[src/rtl/uart_stream_fifo.sv]
`default_nettype none
// ============================================================================
//  Module   : uart_stream_fifo
//  Purpose  : Synchronous byte FIFO between a UART receive stream and a UART
//             transmit stream. A DEPTH-entry RAM feeds one registered output
//             stage, so total capacity is DEPTH+1 bytes.
//  Ports    : clk          - system clock, rising edge
//             rst_n        - synchronous active-low reset
//             i_in_valid   - producer has a byte
//             i_in_data    - byte to store
//             o_in_ready   - FIFO can accept (from registered pointers only)
//             o_out_valid  - o_out_data holds a valid byte
//             o_out_data   - head-of-queue byte, registered
//             i_out_ready  - consumer takes the byte
//             o_level      - occupancy 0..DEPTH+1    (UART_FIFO_STATUS_EN only)
//             o_overflow   - sticky write-while-full (UART_FIFO_STATUS_EN only)
//  Options  : define UART_FIFO_STATUS_EN to add o_level and o_overflow.
//  Revision : 1.0 - initial release
// ============================================================================
module uart_stream_fifo #(
    parameter int DATA_W = 8,
    parameter int DEPTH  = 16
) (
    input  logic                           clk,
    input  logic                           rst_n,
    input  logic                           i_in_valid,
    input  logic [DATA_W-1:0]              i_in_data,
    output logic                           o_in_ready,
    output logic                           o_out_valid,
    output logic [DATA_W-1:0]              o_out_data,
`ifdef UART_FIFO_STATUS_EN
    output logic [$clog2(DEPTH+1):0]       o_level,
    output logic                           o_overflow,
`endif
    input  logic                           i_out_ready
);

    localparam int PTR_W = $clog2(DEPTH);
    localparam logic [PTR_W:0] C_PTR_ONE = {{PTR_W{1'b0}}, 1'b1};

    // Pointers carry one extra wrap bit so full and empty are distinguishable.
    logic [PTR_W:0]     wr_ptr_q, wr_ptr_d;
    logic [PTR_W:0]     rd_ptr_q, rd_ptr_d;
    logic               out_valid_q, out_valid_d;
    logic [DATA_W-1:0]  out_data_q, out_data_d;
    logic [DATA_W-1:0]  mem [DEPTH];

    logic               ram_empty;
    logic               ram_full;
    logic               wr_en;
    logic               load;

    assign ram_empty = (wr_ptr_q == rd_ptr_q);
    assign ram_full  = (wr_ptr_q[PTR_W-1:0] == rd_ptr_q[PTR_W-1:0]) &&
                       (wr_ptr_q[PTR_W] != rd_ptr_q[PTR_W]);

    // Ready looks only at RAM fullness; a pop from the output stage in the
    // same cycle frees space only after the following RAM read moves rd_ptr.
    assign wr_en = i_in_valid && !ram_full;
    assign load  = (!out_valid_q || i_out_ready) && !ram_empty;

    always_comb begin
        wr_ptr_d    = wr_ptr_q;
        rd_ptr_d    = rd_ptr_q;
        out_valid_d = out_valid_q;
        out_data_d  = out_data_q;

        if (wr_en) begin
            wr_ptr_d = wr_ptr_q + C_PTR_ONE;
        end

        // No write-to-output bypass: the stage only ever loads from RAM.
        if (load) begin
            out_data_d  = mem[rd_ptr_q[PTR_W-1:0]];
            out_valid_d = 1'b1;
            rd_ptr_d    = rd_ptr_q + C_PTR_ONE;
        end else if (i_out_ready) begin
            out_valid_d = 1'b0;
        end
    end

    always_ff @(posedge clk) begin
        if (!rst_n) begin
            wr_ptr_q    <= '0;
            rd_ptr_q    <= '0;
            out_valid_q <= 1'b0;
            out_data_q  <= '0;
        end else begin
            wr_ptr_q    <= wr_ptr_d;
            rd_ptr_q    <= rd_ptr_d;
            out_valid_q <= out_valid_d;
            out_data_q  <= out_data_d;
        end
    end

    // Storage is not reset; writes at a reset edge are suppressed so the
    // input presented there has no effect at all.
    always_ff @(posedge clk) begin
        if (rst_n && wr_en) begin
            mem[wr_ptr_q[PTR_W-1:0]] <= i_in_data;
        end
    end

    assign o_in_ready  = !ram_full;
    assign o_out_valid = out_valid_q;
    assign o_out_data  = out_data_q;

`ifdef UART_FIFO_STATUS_EN
    localparam int LVL_W = $clog2(DEPTH + 1) + 1;

    logic overflow_q, overflow_d;

    always_comb begin
        overflow_d = overflow_q;
        if (i_in_valid && ram_full) begin
            overflow_d = 1'b1;
        end
    end

    always_ff @(posedge clk) begin
        if (!rst_n) begin
            overflow_q <= 1'b0;
        end else begin
            overflow_q <= overflow_d;
        end
    end

    // The pointer difference is exact modulo 2*DEPTH, which covers 0..DEPTH.
    assign o_level    = LVL_W'(wr_ptr_q - rd_ptr_q) + LVL_W'(out_valid_q);
    assign o_overflow = overflow_q;
`endif

endmodule
`default_nettype wire

[config.mk]
export PLATFORM = sky130hd
export DESIGN_NAME = uart_stream_fifo
export DESIGN_NICKNAME = d
export VERILOG_FILES = /design/src/rtl/uart_stream_fifo.sv
export SDC_FILE = /design/constraint.sdc
export NUM_CORES = 1
export LEC_CHECK = 0
export ABC_AREA = 1
export BUFFER_PORTS_ARGS = -buffer_cell sky130_fd_sc_hd__buf_4
export CELL_PAD_IN_SITES_DETAIL_PLACEMENT = 1
export CELL_PAD_IN_SITES_GLOBAL_PLACEMENT = 1
export CORE_MARGIN = 2
export CORE_UTILIZATION = 35
export CTS_BUF_LIST = sky130_fd_sc_hd__clkbuf_2
export DETAILED_ROUTE_END_ITERATION = 6
export PLACE_DENSITY_LB_ADDON = 0.1
export SKIP_LAST_GASP = 1
export SLEW_MARGIN = 20
export SYNTH_ARGS = -nofsm -noshare
export SYNTH_HDL_FRONTEND = slang
export SYNTH_SLANG_ARGS = --single-unit
[constraint.sdc]
create_clock -name clk -period 2.7 [get_ports clk]
set_clock_uncertainty 0.1 [all_clocks]
set_input_delay 0.54 -clock clk [delete_from_list [all_inputs] [get_ports clk]]
set_output_delay 0.54 -clock clk [all_outputs]
set_load 0.1 [all_outputs]
==> impl_metrics.csv <==
group,metric,value,unit
outcome,outcome,"finished, final reports clean",
logic_synthesis,synthCells,648,
pwr,peakVddDrop,0.8717,mV
logic_synthesis,synth_commonest_cells,"146 x nand2_1, 128 x edfxtp_1, 99 x nor2_1",
finish,fin_nets,710,
clock_tree,cts_root_buf,"clkbuf_2",
routing,wl_per_cell,19.15,um
logic_synthesis,ys_warn_count,0,
pwr,power,6.138,mW
worst_setup_path,cp-start-kind,"flop",
pwr,p_int,3.605,mW
pwr,p_per_area,845.9,nW/um^2
place,gp_congestion,0.8400,
logic_synthesis,ys_seq_area_frac,0.6603,
logic_synthesis,synthAdderAreaFrac,0.009779,
logic_synthesis,yosys_most_used_dff,"edfxtp_1",
clock_tree,path_clk_slew,0.22,ns
logic_synthesis,synthSimpleGateAreaFrac,0.2052,
die,die_x,139.2,um
routing,drcViolationCount,0,
timing,finalHoldViolCount,0,
pwr,p_leak,3.010,nW
logic_synthesis,synth-xor-area-share,0.009583,
logic_synthesis,synth_edf_count,128,
routing,via_per_inst,4.746,
timing,tightest_slew,0.7573,ns
min_path,hold_class,"input pin to flop",
timing,relSlewSlack,0.4951,
grt,grt_use_total,0.1948,
clock_tree,post_cts_buffers,0,
die,start_util,0.3561,
routing,drt_iter0_drc,324,
worst_setup_path,reg2reg_to,"mem[6][4]",
clock_tree,cts_made_buffers,17,
routing,final_antenna_net_count,0,
logic_synthesis,syn_area_per_cell,9.873,um^2
die,die-area,19380,um^2
clock_tree,clock_latency,0.77,ns
pwr,switching_share,0.4128,
logic_synthesis,synthesis.nets,665,
timing,fin_crit_sh,0.9427,
logic_synthesis,yosys-top-cells-area,"edfxtp_1 60%, nand2_1 8.6%, dfxtp_1 5.9%",
worst_setup_path,worstPathMaxFanout,6,
timing,drv_slew,0,
grt,antenna_found_initial,1,
routing,first_pass_iters,4,
pwr,p_comb_frac,0.347,
worst_setup_path,critPathCaptureType,"primary output",
worst_setup_path,endpoint,"o_in_ready",
timing,setup_tns,0,ns
logic_synthesis,ys_ff_latch,147,
worst_setup_path,r2r_start,"wr_ptr_q[1]",
min_path,hold_depth,4,
timing,setup_viol,0,
pwr,clkPwrFrac,0.229,
worst_setup_path,r2r_slack,0.39,ns
worst_setup_path,critical_path_class,"flop to primary output",
logic_synthesis,yosysMostFrequentCell,"nand2_1",
logic_synthesis,async_flop_share,0,
flow_run,maxCapViolations,0,
place,numPortBuffers,21,
clock_tree,cts.sinks,147,
die,die_h,139.2,um
clock_tree,clockBufferDepth,2,
die,core-area,17960,um^2
routing,num_vias,4442,
grt,grt-ovfl-total,0,
logic_synthesis,synth_top_area_share,0.6008,
grt,grt_pass1_wl,28050,um
finish,filler_cell_count,2068,
clock_tree,cts_tree,"yes",
worst_setup_path,crit_required,2.06,ns
routing,routed_wl,17930,um
pwr,p_sw,2.534,mW
logic_synthesis,synth_cell_types,24,
timing,fmax,392.9,MHz
worst_setup_path,crit_arrival,1.91,ns
clock_tree,htreeDepth,4,
pwr,p_seq_frac,0.424,
finish,drive_gt1_frac,0.1303,
worst_setup_path,worst_r2r_path_depth,9,
logic_synthesis,netlist_area,6397,um^2
place,dp_hpwl,11580,um
die,rows,49,
timing,rsz0062_at_grt,"false",
finish,areaGrowthSynthToFinish,13.44,%
worst_setup_path,worstSetupStartpoint,"wr_ptr_q[0]",
grt,grt_max_degree,67,
logic_synthesis,synth_top_family_by_area,"simple AND/OR/NAND/NOR gates",
logic_synthesis,synth_compound_area_frac,0.03990,
timing,fin_crit,2.545,ns
logic_synthesis,synth_area_leader_cell,"edfxtp_1",
logic_synthesis,synthMuxAreaShare,0,
die,io_pins,22,
grt,grt_pass1_vias,4793,
-- registers in the layout, summed over array words and instances (netlist names) --
signal,flops
mem,128
o_out_data,8
rd_ptr_q,5
wr_ptr_q,5
o_out_valid,1
-- per-layer routing --
layer,GRT usage,share of wire
met1,0.2840,0.51
met2,0.2974,0.45
met3,0.03660,0.031
met4,0.05742,0.014
met5,0,0
-- area by class of cell --
class	count	area, um^2	share of cell area
inverter	93	349.1	0.04810
timing repair buffer	53	426.7	0.05879
clock buffer	17	85.08	0.01172
tap	229	286.5	0.03948
clock inverter	15	177.7	0.02448
multi-input combinational	381	1694	0.2334
sequential	147	4235	0.5836
antenna	1	2.502	0.0003448
-- worst max-delay path, cell delays in order (launching register included) --
cell and delay, ns:
dfxtp_2 0.45, inv_1 0.10, nand2_1 0.08, nand2_2 0.07, nor2_4 0.10, nand3b_2 0.15
buf_6 0.22
-- cells by family after synthesis --
family | Yosys count
buf+inv | 120
compound gates | 51
xor+xnor | 7
flops | 147
simple gates | 318
fa+ha+maj | 5
-- cell usage in the layout, fill, tap and decap left out, types with 3 or more instances in the layout --
cell type      instances
inv_6                  4
nand2_1              146
ha_1                   5
buf_4                 42
dlygate4sd3_1         10
nand3_1               66
xnor2_1                3
inv_1                 87
nand2_2                3
nor2_1                98
o21ai_0               34
dfxtp_2                3
bufinv_16              3
clkinv_2               3
inv_2                  5
clkbuf_2              17
dfxtp_1               14
clkinv_4               3
xor2_1                 4
a21oi_1               15
edfxtp_1             128
-- power groups by stage --
stage	Sequential, mW	Clock [mW]	Combinational, mW
6_report	2.60	1.40	2.13
5_1_grt	2.62	1.54	2.37
4_1_cts	2.60	1.45	2.18
3_5_place_dp	2.65	0	2.16
3_3_place_gp	2.65	0	2.14
2_1_floorplan	3.01	0	1.16
-- how the worst min path moves through the flow --
stage                startpoint           to  slack [ns]
floorplan           rd_ptr_q[3]  rd_ptr_q[3]        0.37
global placement    rd_ptr_q[3]  rd_ptr_q[3]        0.39
finish              i_out_ready  o_out_valid         0.1
detailed placement  rd_ptr_q[3]  rd_ptr_q[3]        0.39
global route        i_out_ready  o_out_valid        0.09
CTS                 i_out_ready  o_out_valid        0.03
-- per-stage QoR --
step / std cells / cell area, um^2 / utilization / setup WS (ns) / hold WS [ns]
2_1_floorplan: 648 / 6397 / - / 0.1792 / 0.3654
3_3_place_gp: 893 / 6875 / 0.3827 / 0.4925 / 0.3925
3_5_place_dp: 893 / 6875 / 0.3827 / 0.3943 / 0.3950
4_1_cts: 935 / 7246 / 0.4034 / 0.001334 / 0.03216
5_1_grt: 936 / 7257 / 0.4040 / 0.02028 / 0.09262
6_report: 936 / 7257 / 0.4040 / 0.1546 / 0.09715
-- what timing repair did --
| action | in CTS | in global routing |
|---|---|---|
| resized for setup | 5 | 3 |
| hold buffers | 10 | 0 |
| hold endpoints to repair | 59 | 0 |
| endpoints found under the setup margin | 1 | 1 |
No activity file was read; power rests on OpenSTA's default activity.
